**src/rtl/data_mem_arbiter_pkg.sv**
```systemverilog
// ---------------------------------------------------------------------------
// data_mem_arbiter_pkg
// Shared types and constants for the data-memory subsystem.
//   N_MEM_MASTERS : default number of masters sharing data_mem (LSU + DMA/debug)
//   mem_req_t     : one master's request fields as seen by data_mem
//   ptr_width()   : width of a master index / priority pointer for n masters
// ---------------------------------------------------------------------------
package data_mem_arbiter_pkg;

    localparam int N_MEM_MASTERS = 2;

    typedef struct packed {
        logic        we;
        logic [3:0]  be;
        logic [31:0] addr;
        logic [31:0] wdata;
    } mem_req_t;

    // A single master still needs a 1-bit pointer so port widths never collapse to zero.
    function automatic int ptr_width(input int n);
        return (n > 1) ? $clog2(n) : 1;
    endfunction

endpackage

```
**src/rtl/rr_arbiter.sv**
```systemverilog
// ---------------------------------------------------------------------------
// rr_arbiter
// Purely combinational round-robin picker. Starting at index ptr and wrapping
// from N-1 back to 0, the first asserted request wins. Tying ptr to zero turns
// it into a fixed-priority arbiter (lower index wins).
// Ports:
//   req  in  N      request vector
//   ptr  in  PTR_W  index where the search starts
//   gnt  out N      one-hot grant, all zero when no request
// ---------------------------------------------------------------------------
module rr_arbiter
    import data_mem_arbiter_pkg::*;
#(
    parameter int N     = 2,
    parameter int PTR_W = ptr_width(N)
) (
    input  logic [N-1:0]     req,
    input  logic [PTR_W-1:0] ptr,
    output logic [N-1:0]     gnt
);

    logic             found;
    logic [PTR_W-1:0] idx;
    int               pos;

    // Walk the masters in priority order starting at ptr; the first requester
    // found claims the grant and all later candidates are masked off.
    always_comb begin
        gnt   = '0;
        found = 1'b0;
        idx   = '0;
        pos   = 0;
        for (int i = 0; i < N; i++) begin
            pos = int'(ptr) + i;
            if (pos >= N) begin
                pos = pos - N;
            end
            idx = PTR_W'(pos);
            if (!found && req[idx]) begin
                gnt[idx] = 1'b1;
                found    = 1'b1;
            end
        end
    end

endmodule

```
**src/rtl/data_mem_arbiter.sv**
```systemverilog
// ---------------------------------------------------------------------------
// data_mem_arbiter
// Shares the single-port data memory between N_MASTERS requesters. One grant
// per cycle (round-robin or fixed priority), request fields muxed to data_mem,
// and read data routed back to the winning master one cycle after its grant.
// Ports:
//   clk_i, rst_ni          clock, synchronous active-low reset
//   m_req_i/we/be/addr/wdata  per-master request bundle (held until granted)
//   m_gnt_o                one-hot grant, combinational this cycle
//   m_rvalid_o, m_rdata_o  one-hot read-data valid and shared read data
//   mem_*_o                request towards data_mem (all zero when idle)
//   mem_rdata_i, mem_ready_i  data_mem read data and ready
// ---------------------------------------------------------------------------
module data_mem_arbiter
    import data_mem_arbiter_pkg::*;
#(
    parameter int N_MASTERS  = N_MEM_MASTERS,
    parameter bit FIXED_PRIO = 1'b0
) (
    input  logic                        clk_i,
    input  logic                        rst_ni,
    input  logic [N_MASTERS-1:0]        m_req_i,
    input  logic [N_MASTERS-1:0]        m_we_i,
    input  logic [N_MASTERS-1:0][3:0]   m_be_i,
    input  logic [N_MASTERS-1:0][31:0]  m_addr_i,
    input  logic [N_MASTERS-1:0][31:0]  m_wdata_i,
    output logic [N_MASTERS-1:0]        m_gnt_o,
    output logic [N_MASTERS-1:0]        m_rvalid_o,
    output logic [31:0]                 m_rdata_o,
    output logic                        mem_req_o,
    output logic                        mem_we_o,
    output logic [3:0]                  mem_be_o,
    output logic [31:0]                 mem_addr_o,
    output logic [31:0]                 mem_wdata_o,
    input  logic [31:0]                 mem_rdata_i,
    input  logic                        mem_ready_i
);

    localparam int PTR_W = ptr_width(N_MASTERS);

    logic [PTR_W-1:0]     prio_ptr;
    logic [PTR_W-1:0]     arb_ptr;
    logic [PTR_W-1:0]     gnt_idx;
    logic [PTR_W-1:0]     next_ptr;
    logic [N_MASTERS-1:0] arb_req;
    logic [N_MASTERS-1:0] gnt;
    logic                 rd_pend;
    logic [PTR_W-1:0]     rd_id;
    logic                 rd_grant;
    logic                 resp_ok;
    mem_req_t             sel;

    // A busy memory accepts nothing, so hide all requests from the arbiter.
    assign arb_req = mem_ready_i ? m_req_i : '0;
    assign arb_ptr = FIXED_PRIO ? '0 : prio_ptr;

    rr_arbiter #(
        .N     (N_MASTERS),
        .PTR_W (PTR_W)
    ) u_rr_arbiter (
        .req (arb_req),
        .ptr (arb_ptr),
        .gnt (gnt)
    );

    assign m_gnt_o = gnt;

    // AND-OR mux of the granted master's fields; the grant is one-hot so at
    // most one term contributes and an idle cycle drives all zeros.
    always_comb begin
        sel     = '0;
        gnt_idx = '0;
        for (int k = 0; k < N_MASTERS; k++) begin
            sel.we    = sel.we    | (gnt[k] & m_we_i[k]);
            sel.be    = sel.be    | ({4{gnt[k]}}  & m_be_i[k]);
            sel.addr  = sel.addr  | ({32{gnt[k]}} & m_addr_i[k]);
            sel.wdata = sel.wdata | ({32{gnt[k]}} & m_wdata_i[k]);
            if (gnt[k]) begin
                gnt_idx = PTR_W'(k);
            end
        end
    end

    assign mem_req_o   = |gnt;
    assign mem_we_o    = sel.we;
    assign mem_be_o    = sel.be;
    assign mem_addr_o  = sel.addr;
    assign mem_wdata_o = sel.wdata;

    assign rd_grant = mem_req_o && !mem_we_o;
    assign next_ptr = (gnt_idx == PTR_W'(N_MASTERS - 1)) ? '0 : gnt_idx + PTR_W'(1);

    // Pointer moves just past the winner so it becomes lowest priority next
    // time; rd_pend/rd_id remember which master owns next cycle's read data.
    always_ff @(posedge clk_i) begin
        if (!rst_ni) begin
            prio_ptr <= '0;
            rd_pend  <= 1'b0;
            rd_id    <= '0;
        end else begin
            if (mem_req_o) begin
                prio_ptr <= next_ptr;
            end
            rd_pend <= rd_grant;
            if (rd_grant) begin
                rd_id <= gnt_idx;
            end
        end
    end

    // Responses are also masked while reset is held, because the reset is
    // synchronous and rd_pend may still be set before the first reset edge.
    assign resp_ok    = rd_pend && rst_ni;
    assign m_rvalid_o = resp_ok ? (N_MASTERS'(1) << rd_id) : '0;
    assign m_rdata_o  = resp_ok ? mem_rdata_i : '0;

endmodule
```
**config.mk**
```make
export PLATFORM = sky130hd
export DESIGN_NAME = data_mem_arbiter
export DESIGN_NICKNAME = d
export VERILOG_FILES = /design/src/rtl/data_mem_arbiter_pkg.sv /design/src/rtl/rr_arbiter.sv /design/src/rtl/data_mem_arbiter.sv
export SDC_FILE = /design/constraint.sdc
export NUM_CORES = 1
export LEC_CHECK = 0
export CORE_AREA = 2 2 109 111
export DETAILED_ROUTE_END_ITERATION = 8
export DIE_AREA = 0 0 111 113
export GPL_ROUTABILITY_DRIVEN = 0
export PLACE_DENSITY = 0.57
export SLEW_MARGIN = 40
export SYNTH_ARGS = -nofsm -noshare
export SYNTH_HDL_FRONTEND = slang
export SYNTH_SLANG_ARGS = --single-unit
```
**constraint.sdc**
```tcl
create_clock -name clk_i -period 1.7 [get_ports clk_i]
set_input_delay 0.34 -clock clk_i [delete_from_list [all_inputs] [get_ports clk_i]]
set_output_delay 0.34 -clock clk_i [all_outputs]
set_load 0.1 [all_outputs]
```
# [Word level (Yosys, flattened, before mapping)]
# Index checks and enable logic that the tools add are counted.
[word_totals] latchBits=0 n_memories=0 word_cells=53 romBits=0 register_bits=3 input_bits=175 ram_bits=0
[classes] eq_ne=0 div=0 n_lt_le_gt_ge=6 n_mux=18 shifts=1 n_reduce_logical=8 n_addsub=4 bitwise=13 mul=0
[ops] op="bitwise AND 32 bit" count=4
[ops] op="bitwise OR 32 bit" count=2
[ops] op="2-to-1 mux 32 bit" count=1
[ops] op="2-to-1 mux 1 bit" count=11
[ops] op="bitwise AND 4 bit" count=2
[ops] op="2-to-1 mux 2 bit" count=4
[ops] op="logical AND 1 bit" count=5
[ops] op="less-than comparator 1 x 2 -> 1 bit (second input constant)" count=2
[ops] op="bitwise OR 4 bit" count=1
[ops] op="adder 1 x 1 -> 2 bit (second input constant)" count=1
[ops] op="bitwise AND 1 bit" count=2
[ops] op="demux 1 bit (select 1 bit)" count=2
[ops] op=">= comparator 1 bit (second input constant)" count=2
[ops] op=">= comparator 1 x 2 -> 1 bit (second input constant)" count=1
[ops] op=">= comparator 2 bit (second input constant)" count=1
[ops] op="zero test 1 bit" count=2
[ops] op="bitwise OR 2 bit" count=1
[ops] op="OR reduction 2 bit" count=1
[ops] op="<< shifter 1 x 1 -> 2 bit (first input constant)" count=1
[ops] op="subtractor 1 bit (second input constant)" count=2
[ops] op="adder 1 bit (second input constant)" count=1
[ops] op="bitwise OR 1 bit" count=1

# [Logic depth before layout (Yosys ltp)]
# Gate-level depths: netlist of run 1.
[depth] ltp_word=13 ltp_mapped=6

# [Modules after synthesis]
# Synthesis of run 1 repeated with hierarchy kept, for this count alone.
[hier_totals] cells_unflattened=144 hier_area_um2=1091.0
[modules_own_cells] mod="data_mem_arbiter" n_inst=1 area_per_inst_um2=1072.3 cells_each=141
[modules_own_cells] mod="rr_arbiter" n_inst=1 area_per_inst_um2=18.8 cells_each=3

# [Worst setup path before layout of run 1]
# OpenSTA, ideal clock, no wires.
[synth_path] kind="input to output" from="in m_req_i[1]" to="out mem_wdata_o[22]" stages=5 required_time_ns=1.360 path_slack_ns=-0.595 t_arrival_ns=1.955 path_cell_list="nand2_1 nand3_1 inv_2 buf_2 a22o_1"
[synth_between] elab_chain_len=9
[synth_rtl] item="start, declared" line="data_mem_arbiter.sv:22" rtl="input logic [N_MASTERS-1:0] m_req_i,"
[synth_rtl] item="2-to-1 mux 2 bit *" line="data_mem_arbiter.sv:54" rtl="assign arb_req = mem_ready_i ? m_req_i : '0;"
[synth_rtl] item="2-to-1 mux 1 bit (not written as such) (2 in a row)" line="rr_arbiter.sv:39" rtl="if (!found && req[idx]) begin"
[synth_rtl] item="2-to-1 mux 1 bit" line="rr_arbiter.sv:39"
[synth_rtl] item="zero test 1 bit" line="rr_arbiter.sv:39"
[synth_rtl] item="logical AND 1 bit" line="rr_arbiter.sv:39"
[synth_rtl] item="2-to-1 mux 2 bit *" line="rr_arbiter.sv:39"
[synth_rtl] item="via m_gnt_o[0]" line="data_mem_arbiter.sv:27" rtl="output logic [N_MASTERS-1:0] m_gnt_o,"
[synth_rtl] item="bitwise AND 32 bit *" line="data_mem_arbiter.sv:77" rtl="sel.wdata = sel.wdata | ({32{gnt[k]}} & m_wdata_i[k]);"
[synth_rtl] item="bitwise OR 32 bit *" line="data_mem_arbiter.sv:77"
[synth_rtl] item="end, declared" line="data_mem_arbiter.sv:34" rtl="output logic [31:0] mem_wdata_o,"
# The timed path passes the listed nets; every way through them passes the cells marked *. The select of a mux whose other input is x is not followed.

# [Final worst setup path of run 1]
[layout_path] from="reg prio_ptr, in the netlist arb_ptr" to="out mem_wdata_o[23]"
[layout_between] elab_chain_len=11
[layout_rtl] item="start, declared" line="data_mem_arbiter.sv:41" rtl="logic [PTR_W-1:0] prio_ptr;"
[layout_rtl] item="start signal, assigned" line="data_mem_arbiter.sv:102" rtl="prio_ptr <= next_ptr;"
[layout_rtl] item="adder 1 x 1 -> 2 bit (tied with other cells)" line="rr_arbiter.sv:34" rtl="pos = int'(ptr) + i;"
[layout_rtl] item=">= comparator 2 bit (tied with other cells)" line="rr_arbiter.sv:35" rtl="if (pos >= N) begin"
[layout_rtl] item="2-to-1 mux 1 bit (tied with other cells)" line="rr_arbiter.sv:35"
[layout_rtl] item="less-than comparator 1 x 2 -> 1 bit (not written as such) (tied with other cells)" line="rr_arbiter.sv:40" rtl="gnt[idx] = 1'b1;"
[layout_rtl] item="logical AND 1 bit (not written as such) or 2-to-1 mux 1 bit (tied branches)" line="rr_arbiter.sv:40"
[layout_rtl] item="2-to-1 mux 1 bit (not written as such) or demux 1 bit (select 1 bit) (tied branches)"
[layout_rtl] item="demux 1 bit (select 1 bit) or 2-to-1 mux 2 bit (tied branches)"
[layout_rtl] item="bitwise OR 2 bit (no line)"
[layout_rtl] item="2-to-1 mux 2 bit *" line="rr_arbiter.sv:39"
[layout_rtl] item="bitwise AND 32 bit" line="data_mem_arbiter.sv:77"
[layout_rtl] item="bitwise OR 32 bit *" line="data_mem_arbiter.sv:77"
# Mark *: on every way between the ends. The rest lies on a longest branch, timed or not. The select of a mux whose other input is x is not followed.

==> flow_summary.ini, run 1 <==
[setup_path]
setup.worst_path.end_class = primary output
crit_slowest_cell = dfxtp_2
worstPathCellList = and2b_4 -> nor2_4 -> buf_12 -> buf_12 -> buf_6 -> a22o_4 -> buf_12
cp-start-kind = flop
crit_required_ns = 1.36
cp_num_buf_inv = 4
crit_top_cell = buf_12
rr_startpoint = arb_ptr$_SDFFE_PN0P_
slowest_delay_ns = 0.31
setup.worst_path.class = flop to primary output
crit_start = arb_ptr$_SDFFE_PN0P_
critPathTopFamily = buffers and inverters
arrival_ns = 1.64
path_max_fanout = 8

[sta]
fin_crit_sh = 1.16
slew_headroom = 0.836
layout_setup_ws_ns = -0.277
skew_ns = 0.00170
worst_pin_slew_ns = 0.246
hold_ws_ns = 0.579
fin_setup_tns_ns = -13.81
timing.fmax_ghz = 0.506
rsz0062_at_grt = yes
min_period_ns = 1.98
drv_slew = 0
setup_violations = 70
hold_viol = 0

[cells_and_area]
design_area_mm2 = 0.00626
areaGrowthSynthToFinish_pct = 464
num_antenna_cells = 0
fin_nets = 621
final_layout_size_suffix_gt1_frac = 0.569

[placed_design]
io_buffers = 280
place_area_mm2 = 0.00584
dp_hpwl_mm = 8.36

[logic_synthesis]
synth_top_area_share = 0.537
yosys.area.top_type = a22o_1
synth_cells = 147
ys_ff_latch = 3
synth_area_mm2 = 0.00111
ys_warn_count = 0
ys_top_cells_by_area = a22o_1, and3_1, dfxtp_1, clkbuf_1, buf_2
synthArstFlopShare = 0
synth_edf_count = 0
syn_area_per_cell_um2 = 7.54
ys_types = 19
seq_area_frac_synth = 0.0542
synth_ff_type = dfxtp_1
synthesis.nets = 322

[route]
dr.pass1.iters = 4
num_vias = 2554
wl_per_cell_um = 17.1
drtIter0Drc = 54
vias_per_cell = 4.34
drtAntennaViolNets = 0
drcViolationCount = 0
wl_mm = 10.1

[cts]
cts_buffers = 3
cts.sinks = 3
cts_tree = done
cts-root-buf = clkbuf_16
ctsHoldBuffers = 0
clockBufferDepth = 2
cts-htree-levels = 1
clk_pin_slew_ns = 0.03
clk_latency_ns = 0.22

[global_routing]
grt_max_degree = 35
grt_pass1_wl_mm = 15.0
grt_pass1_vias = 2756
grt.overflow.total = 0
antenna_found_initial = 0
grtUsageTotal = 0.146

[floorplanning]
ioPinCount = 281
core_mm2 = 0.0113
dieArea_mm2 = 0.0125
die_h_um = 113
row_count = 39
die_x_um = 111
initial_core_util = 0.0983

[min_path]
worstHoldStart = m_req_i[0]
hold_path_class = input port to flop

[job]
cap_violations = 0

[power]
p_per_area_mw_per_mm2 = 473
vdd_ir_drop_max_mv = 0.242
leakagePower_nw = 2.75
p_total_mw = 2.96

[outcome]
status = complete, but fails checks
failed_checks = negative setup slack
-- power breakdown --
part | switching [mW] | internal (mW)
sequential | 0.00262 | 0.0752
clock | 0.0659 | 0.310
combinational | 1.35 | 1.15
-- registers in the layout (all words and copies together), names as in the netlist --
name,cells
rd_pend,1
arb_ptr,1
rd_id,1
-- Yosys cell counts (2+ instances only) --
cell type,count
clkbuf_1,10
nand2_1,6
nor2_1,3
buf_6,3
buf_2,7
o21a_1,2
a22o_1,68
and3_1,33
dfxtp_1,3
and2_1,3
-- placed cells by master (no fill, tap or decap), drive strengths merged --
cell type,Yosys,layout
dfxtp,3,3
o2bb2ai,1,1
clkinv,0,1
inv,2,1
o21a,2,2
bufbuf,0,1
nand2,6,6
and2,3,3
o221a,1,1
buf,11,138
dlygate4sd2,0,2
o2111a,1,1
nand3,1,1
and3,33,33
nor2,4,4
clkdlybuf4s50,0,170
clkbuf,10,8
and2b,1,1
a22o,68,68
-- metal layers --
metal | vias to the layer above | track usage | part of all wire | routed length (um)
met4 | 0 | 0.0250 | 0.0063 | 63
met3 | 4 | 0.0503 | 0.10 | 1010
met1 | 1195 | 0.152 | 0.33 | 3350
met5 | - | 0 | 0 | 0
met2 | 153 | 0.288 | 0.56 | 5650
li1 | 1202 | - | - | -
-- worst register-to-register path, delay by kind of cell, from the launching register on --
kind / cells / cell delay, ns
flip-flops: 1 / 0.31
buffers and inverters: 3 / 0.42
AO/OA/AOI/OAI: 2 / 0.41
AND/OR/NAND/NOR: 1 / 0.07
-- metrics by stage --
step | setup slack [ns] | utilization | cells
finish | -0.277 | 0.555 | 588
global route | -0.317 | 0.555 | 588
CTS | -0.282 | 0.545 | 584
detailed placement | -0.556 | 0.518 | 571
global placement | -0.539 | 0.518 | 571
floorplan | 0.0271 | - | 147
-- layout make-up --
class | instances | area [um2]
Fill cell | 949 | 5020
Timing Repair Buffer | 315 | 4340
Multi-Input combinational cell | 121 | 1580
Tap cell | 143 | 179
Clock buffer | 4 | 78.8
Sequential cell | 3 | 61.3
Inverter | 2 | 20.0
-- kinds of logic (layout without fill, tap and decap cells) --
family | count (synthesis) | after routing | share of synthesized area
compound gates | 73 | 73 | 0.579
buf+inv | 23 | 321 | 0.109
flops | 3 | 3 | 0.0542
simple gates | 48 | 48 | 0.257
-- timing repair --
| item | CTS | global route |
|---|---|---|
| gates resized for setup | 40 | 8 |
| pin swaps | 8 | 2 |
| endpoints found under the setup margin | 106 | 71 |
| gates cloned | 1 | 3 |
| hold endpoints to repair | 0 | 0 |
| setup buffers | 8 | 1 |
-- final timing paths --
check                          to  slack (ns)  cells past startpoint
min          arb_ptr$_SDFFE_PN0P_        0.58                      4
max               mem_wdata_o[23]       -0.28                      7
max reg2reg    rd_id$_SDFFE_PN0P_        0.37                      6
min reg2reg    rd_id$_SDFFE_PN0P_        0.64                      1
Note: power is estimated with default switching activity, not from simulation.
==> inputs of run 2 (changes only) <==
--- a/config.mk
+++ b/config.mk
@@ -9,6 +9,7 @@
 export DETAILED_ROUTE_END_ITERATION = 8
 export DIE_AREA = 0 0 111 113
 export GPL_ROUTABILITY_DRIVEN = 0
+export MAX_ROUTING_LAYER = met4
 export PLACE_DENSITY = 0.57
 export SLEW_MARGIN = 40
 export SYNTH_ARGS = -nofsm -noshare
==> run 2 against run 1 <==
  * The run still ends with negative setup slack left
  * Count of clock-buffer cells in the layout unchanged
  * Critical path depth did not move
  * Non-clock buffer count unchanged
  * Critical endpoint unchanged
==> flow_summary.ini, run 2 (same netlist as run 1, synthesis figures left out) <==
[sta]
drv_slew = 0
rsz0062_at_grt = yes
layout_setup_ws_ns = -0.276
min_period_ns = 1.98
slew_headroom = 0.836
worst_pin_slew_ns = 0.246
hold_viol = 0
setup_violations = 70
timing.fmax_ghz = 0.506
skew_ns = 0.00170
fin_crit_sh = 1.16

[setup_path]
worstPathCellList = and2b_4 -> nor2_4 -> buf_12 -> buf_12 -> buf_6 -> a22o_4 -> buf_12
cp_num_buf_inv = 4
path_depth = 7
rr_startpoint = arb_ptr$_SDFFE_PN0P_
path_max_fanout = 8
r2r_end = rd_id$_SDFFE_PN0P_
slowest_delay_ns = 0.31
crit_required_ns = 1.36
rrSetupSlack_ns = 0.37
setup.worst_path.class = flop to primary output
crit_top_cell = buf_12
crit_slowest_cell = dfxtp_2
cp-endpoint = mem_wdata_o[23]
critPathTopFamily = buffers and inverters
r2r_cells = 6
setup.worst_path.end_class = primary output
cp-start-kind = flop
crit_start = arb_ptr$_SDFFE_PN0P_
arrival_ns = 1.64

[global_routing]
grt.overflow.total = 0
grt_pass1_vias = 2764
grtUsageTotal = 0.151
grt_max_degree = 35
grt_pass1_wl_mm = 14.9
antenna_found_initial = 0

[route]
drtAntennaViolNets = 0
drtIter0Drc = 52
drcViolationCount = 0
wl_per_cell_um = 17.1
num_vias = 2559
wl_mm = 10.1
dr.pass1.iters = 4
vias_per_cell = 4.35

[job]
cap_violations = 0

[floorplanning]
dieArea_mm2 = 0.0125
die_h_um = 113
ioPinCount = 281
die_x_um = 111
initial_core_util = 0.0983
core_mm2 = 0.0113
row_count = 39

[cells_and_area]
final_util = 0.555
fin_nets = 621
final_common_cell = clkdlybuf4s50_1
nFillCells = 949
areaGrowthSynthToFinish_pct = 464
num_antenna_cells = 0
final_layout_size_suffix_gt1_frac = 0.569
final_cell_mix = clkdlybuf4s50_1, buf_12, a22o_4, and3_2, buf_4

[cts]
clk_latency_ns = 0.22
cts-htree-levels = 1
clk_pin_slew_ns = 0.03
cts.sinks = 3
cts_tree = done
cts-root-buf = clkbuf_16
clockBufferDepth = 2
cts_buffers = 3

[power]
p_per_area_mw_per_mm2 = 473
vdd_ir_drop_max_mv = 0.242
leakagePower_nw = 2.75

[placed_design]
dp_hpwl_mm = 8.36
io_buffers = 280
dpl_worst_slack_ns = -0.556

[min_path]
hold_path_class = input port to flop

[outcome]
failed_checks = negative setup slack
status = complete, but fails checks
## run 2: cell counts in the layout (fill, tap and decap cells not counted)
No cell type changed its count.
## run 2: layout make-up
class | count | area [um2] | share of cell area
clock buffers | 4 | 78.8 | 0.0126
inverters | 2 | 20.0 | 0.00320
repair buffers | 315 | 4340 | 0.693
flip-flops and latches | 3 | 61.3 | 0.00980
well taps | 143 | 179 | 0.0286
multi-input cells | 121 | 1580 | 0.252
## run 2: through the flow
step,cells,instance area [um2],total power [mW],TNS (ns),hold slack (ns)
floorplan,147,1690,1.38,0,0.534
global placement,571,5840,2.48,-37.86,0.567
detailed placement,571,5840,2.50,-38.75,0.595
CTS,584,6140,2.95,-14.17,0.545
global route,588,6260,3.04,-16.61,0.599
finish,588,6260,2.96,-13.80,0.579
## run 2: timing repair
action	CTS	global route
hold buffers	0	0
pin swaps	8	2
cloned	1	3
setup buffers	8	1
resized for setup	40	8
endpoints found under the setup margin	106	71
## run 2: power by group
group / internal (mW) / total, mW / switching [mW]
clock network: 0.310 / 0.375 / 0.0659
logic: 1.15 / 2.50 / 1.35
registers: 0.0752 / 0.0778 / 0.00262
total: 1.54 / 2.96 / 1.42
## run 2: worst min-delay path by stage
stage,start,endpoint,slack (ns),depth (start not counted)
after floorplan,arb_ptr$_SDFFE_PN0P_,arb_ptr$_SDFFE_PN0P_,0.53,2
after global placement,arb_ptr$_SDFFE_PN0P_,arb_ptr$_SDFFE_PN0P_,0.57,2
after detailed placement,arb_ptr$_SDFFE_PN0P_,arb_ptr$_SDFFE_PN0P_,0.60,2
after CTS,m_req_i[0],arb_ptr$_SDFFE_PN0P_,0.54,4
after global routing,m_req_i[0],arb_ptr$_SDFFE_PN0P_,0.60,4
final,m_req_i[0],arb_ptr$_SDFFE_PN0P_,0.58,4
## run 2: metal layers
metal	wire length, um	vias up	global-route usage
li1	-	1202	-
met1	3490	1200	0.158
met2	5660	153	0.288
met3	844	4	0.0396
met4	63	0	0.0250
met5	0	-	-
## run 2: worst min-delay path, delay by kind of cell
kind / cells / cell delay, ns
simple gates: 2 / 0.11
buf+inv: 1 / 0.14
compound gates: 1 / 0.16
==> inputs of run 3 (changes only) <==
==> constraint.sdc (replaced) <==
create_clock -name clk_i -period 1.85 [get_ports clk_i]
set_input_delay 0.37 -clock clk_i [delete_from_list [all_inputs] [get_ports clk_i]]
set_output_delay 0.37 -clock clk_i [all_outputs]
set_load 0.1 [all_outputs]
==> run 3 against run 2 <==
  * First-iteration DRC count up 62%
  * Setup slack better by 0.13 ns
  * Total power down 8.1%
  * The flow still finishes with violations (negative setup slack)
  * Critical endpoint is now mem_wdata_o[3]
  * Routed wire length up 19%
  * Cell count down 1.5%
  * Non-clock buffer count down 9
  * Via count down 0.70%
  * Count of clock-buffer cells in the layout unchanged
  * Critical path type unchanged
  * Register-to-register slack better by 0.28 ns
  * Combinational power down 8.0%
==> flow_summary.ini, run 3 (same netlist as run 1, synthesis figures left out) <==
[setup_path]
crit_slowest_cell = dfxtp_4
rr_startpoint = arb_ptr$_SDFFE_PN0P_
cp-start-kind = flop
rrSetupSlack_ns = 0.65
cp-endpoint = mem_wdata_o[3]
slowest_delay_ns = 0.35
r2r_cells = 4
r2r_end = rd_id$_SDFFE_PN0P_
arrival_ns = 1.63
critPathTopFamily = buffers and inverters
path_max_fanout = 6
setup.worst_path.class = flop to primary output
crit_start = arb_ptr$_SDFFE_PN0P_
crit_required_ns = 1.48
cp_num_buf_inv = 3
path_depth = 6
setup.worst_path.end_class = primary output
worstPathCellList = and2b_4 -> nor2_4 -> buf_8 -> buf_16 -> a22o_4 -> buf_12

[cts]
clk_pin_slew_ns = 0.03
cts_buffers = 3
cts-root-buf = clkbuf_16
ctsHoldBuffers = 0
cts_tree = done
cts.sinks = 3
clockBufferDepth = 2
clk_latency_ns = 0.22
cts-htree-levels = 1

[placed_design]
place_inst = 562
dp_hpwl_mm = 8.78
io_buffers = 280
dpl_worst_slack_ns = -0.421

[global_routing]
grtUsageTotal = 0.182
antenna_found_initial = 0
grt_pass1_vias = 2719
grt_max_degree = 38
grt.overflow.total = 0
grt_pass1_wl_mm = 17.0

[route]
wl_per_cell_um = 20.7
dr.pass1.iters = 4
wl_mm = 12.0
vias_per_cell = 4.39
drtIter0Drc = 84
drtAntennaViolNets = 0
drcViolationCount = 0
num_vias = 2541

[min_path]
worstHoldStart = rd_id$_SDFFE_PN0P_
hold_path_class = flop to flop

[sta]
skew_ns = 0.0000377
layout_setup_ws_ns = -0.145
rsz0062_at_grt = yes
min_period_ns = 2.00
drv_slew = 0
worst_pin_slew_ns = 0.270
hold_viol = 0
slew_headroom = 0.820
fin_crit_sh = 1.08
setup_violations = 68
timing.fmax_ghz = 0.501

[power]
switching_share = 0.488
leakagePower_nw = 2.69
p_total_mw = 2.72
power_frac_seq = 0.026
p_per_area_mw_per_mm2 = 444
p_clk_frac = 0.127
vdd_ir_drop_max_mv = 0.321
combinationalPowerShare = 0.847
intPower_mw = 1.39
netSwitchingPower_mw = 1.32

[cells_and_area]
final_common_cell = clkdlybuf4s50_1
fin_nets = 612
num_antenna_cells = 0
final_util = 0.543
final_layout_size_suffix_gt1_frac = 0.498
final_cell_mix = clkdlybuf4s50_1, buf_12, a22o_4, and3_1
nFillCells = 958
final_cells = 579
areaGrowthSynthToFinish_pct = 452

[floorplanning]
ioPinCount = 281
die_h_um = 113
core_mm2 = 0.0113
dieArea_mm2 = 0.0125
die_x_um = 111
initial_core_util = 0.0983
row_count = 39

[outcome]
failed_checks = negative setup slack
status = complete, but fails checks

[job]
cap_violations = 0
[run 3: metrics by stage]
| stage | instance area (um2) | hold WS, ns | TNS, ns |
|---|---|---|---|
| global placement | 5290 | 0.563 | -24.90 |
| floorplan | 1200 | 0.531 | -2.11 |
| finish | 6120 | 0.567 | -7.96 |
| CTS | 6040 | 0.568 | -7.57 |
| detailed placement | 5290 | 0.563 | -26.22 |
| global route | 6120 | 0.602 | -10.51 |
[run 3: final cells by class]
type | instances | area, um2 | share of cell area
Tap cell | 143 | 179 | 0.0292
Inverter | 2 | 12.5 | 0.00204
Timing Repair Buffer | 306 | 4310 | 0.704
Multi-Input combinational cell | 121 | 1480 | 0.242
Clock buffer | 4 | 78.8 | 0.0129
Sequential cell | 3 | 63.8 | 0.0104
[run 3: worst min-delay path by stage]
stage	endpoint	slack (ns)	cells after the start
6_report	rd_id$_SDFFE_PN0P_	0.57	1
5_1_grt	rd_id$_SDFFE_PN0P_	0.60	1
4_1_cts	rd_id$_SDFFE_PN0P_	0.57	1
3_5_place_dp	rd_id$_SDFFE_PN0P_	0.56	1
3_3_place_gp	arb_ptr$_SDFFE_PN0P_	0.56	2
2_1_floorplan	rd_id$_SDFFE_PN0P_	0.53	1
[run 3: repair_timing]
item                                    CTS  global route
setup buffers                             4             0
pin swaps                                27             1
gates resized for setup                  82             8
gates cloned                              7             3
endpoints found under the setup margin   71           105
[run 3: per-layer routing]
layer	track usage	part of all wire	vias to the layer above
met5	-	0	-
met4	0.0267	0.0087	0
met3	0.0337	0.070	6
met2	0.330	0.54	164
met1	0.214	0.39	1183
li1	-	-	1188
[run 3: power groups by stage]
stage	combinational [mW]	sequential [mW]	clock, mW
after global placement	2.08	0.0725	0
final	2.30	0.0716	0.344
after global routing	2.35	0.0719	0.359
after floorplan	1.09	0.0727	0
after CTS	2.28	0.0722	0.354
after detailed placement	2.09	0.0725	0
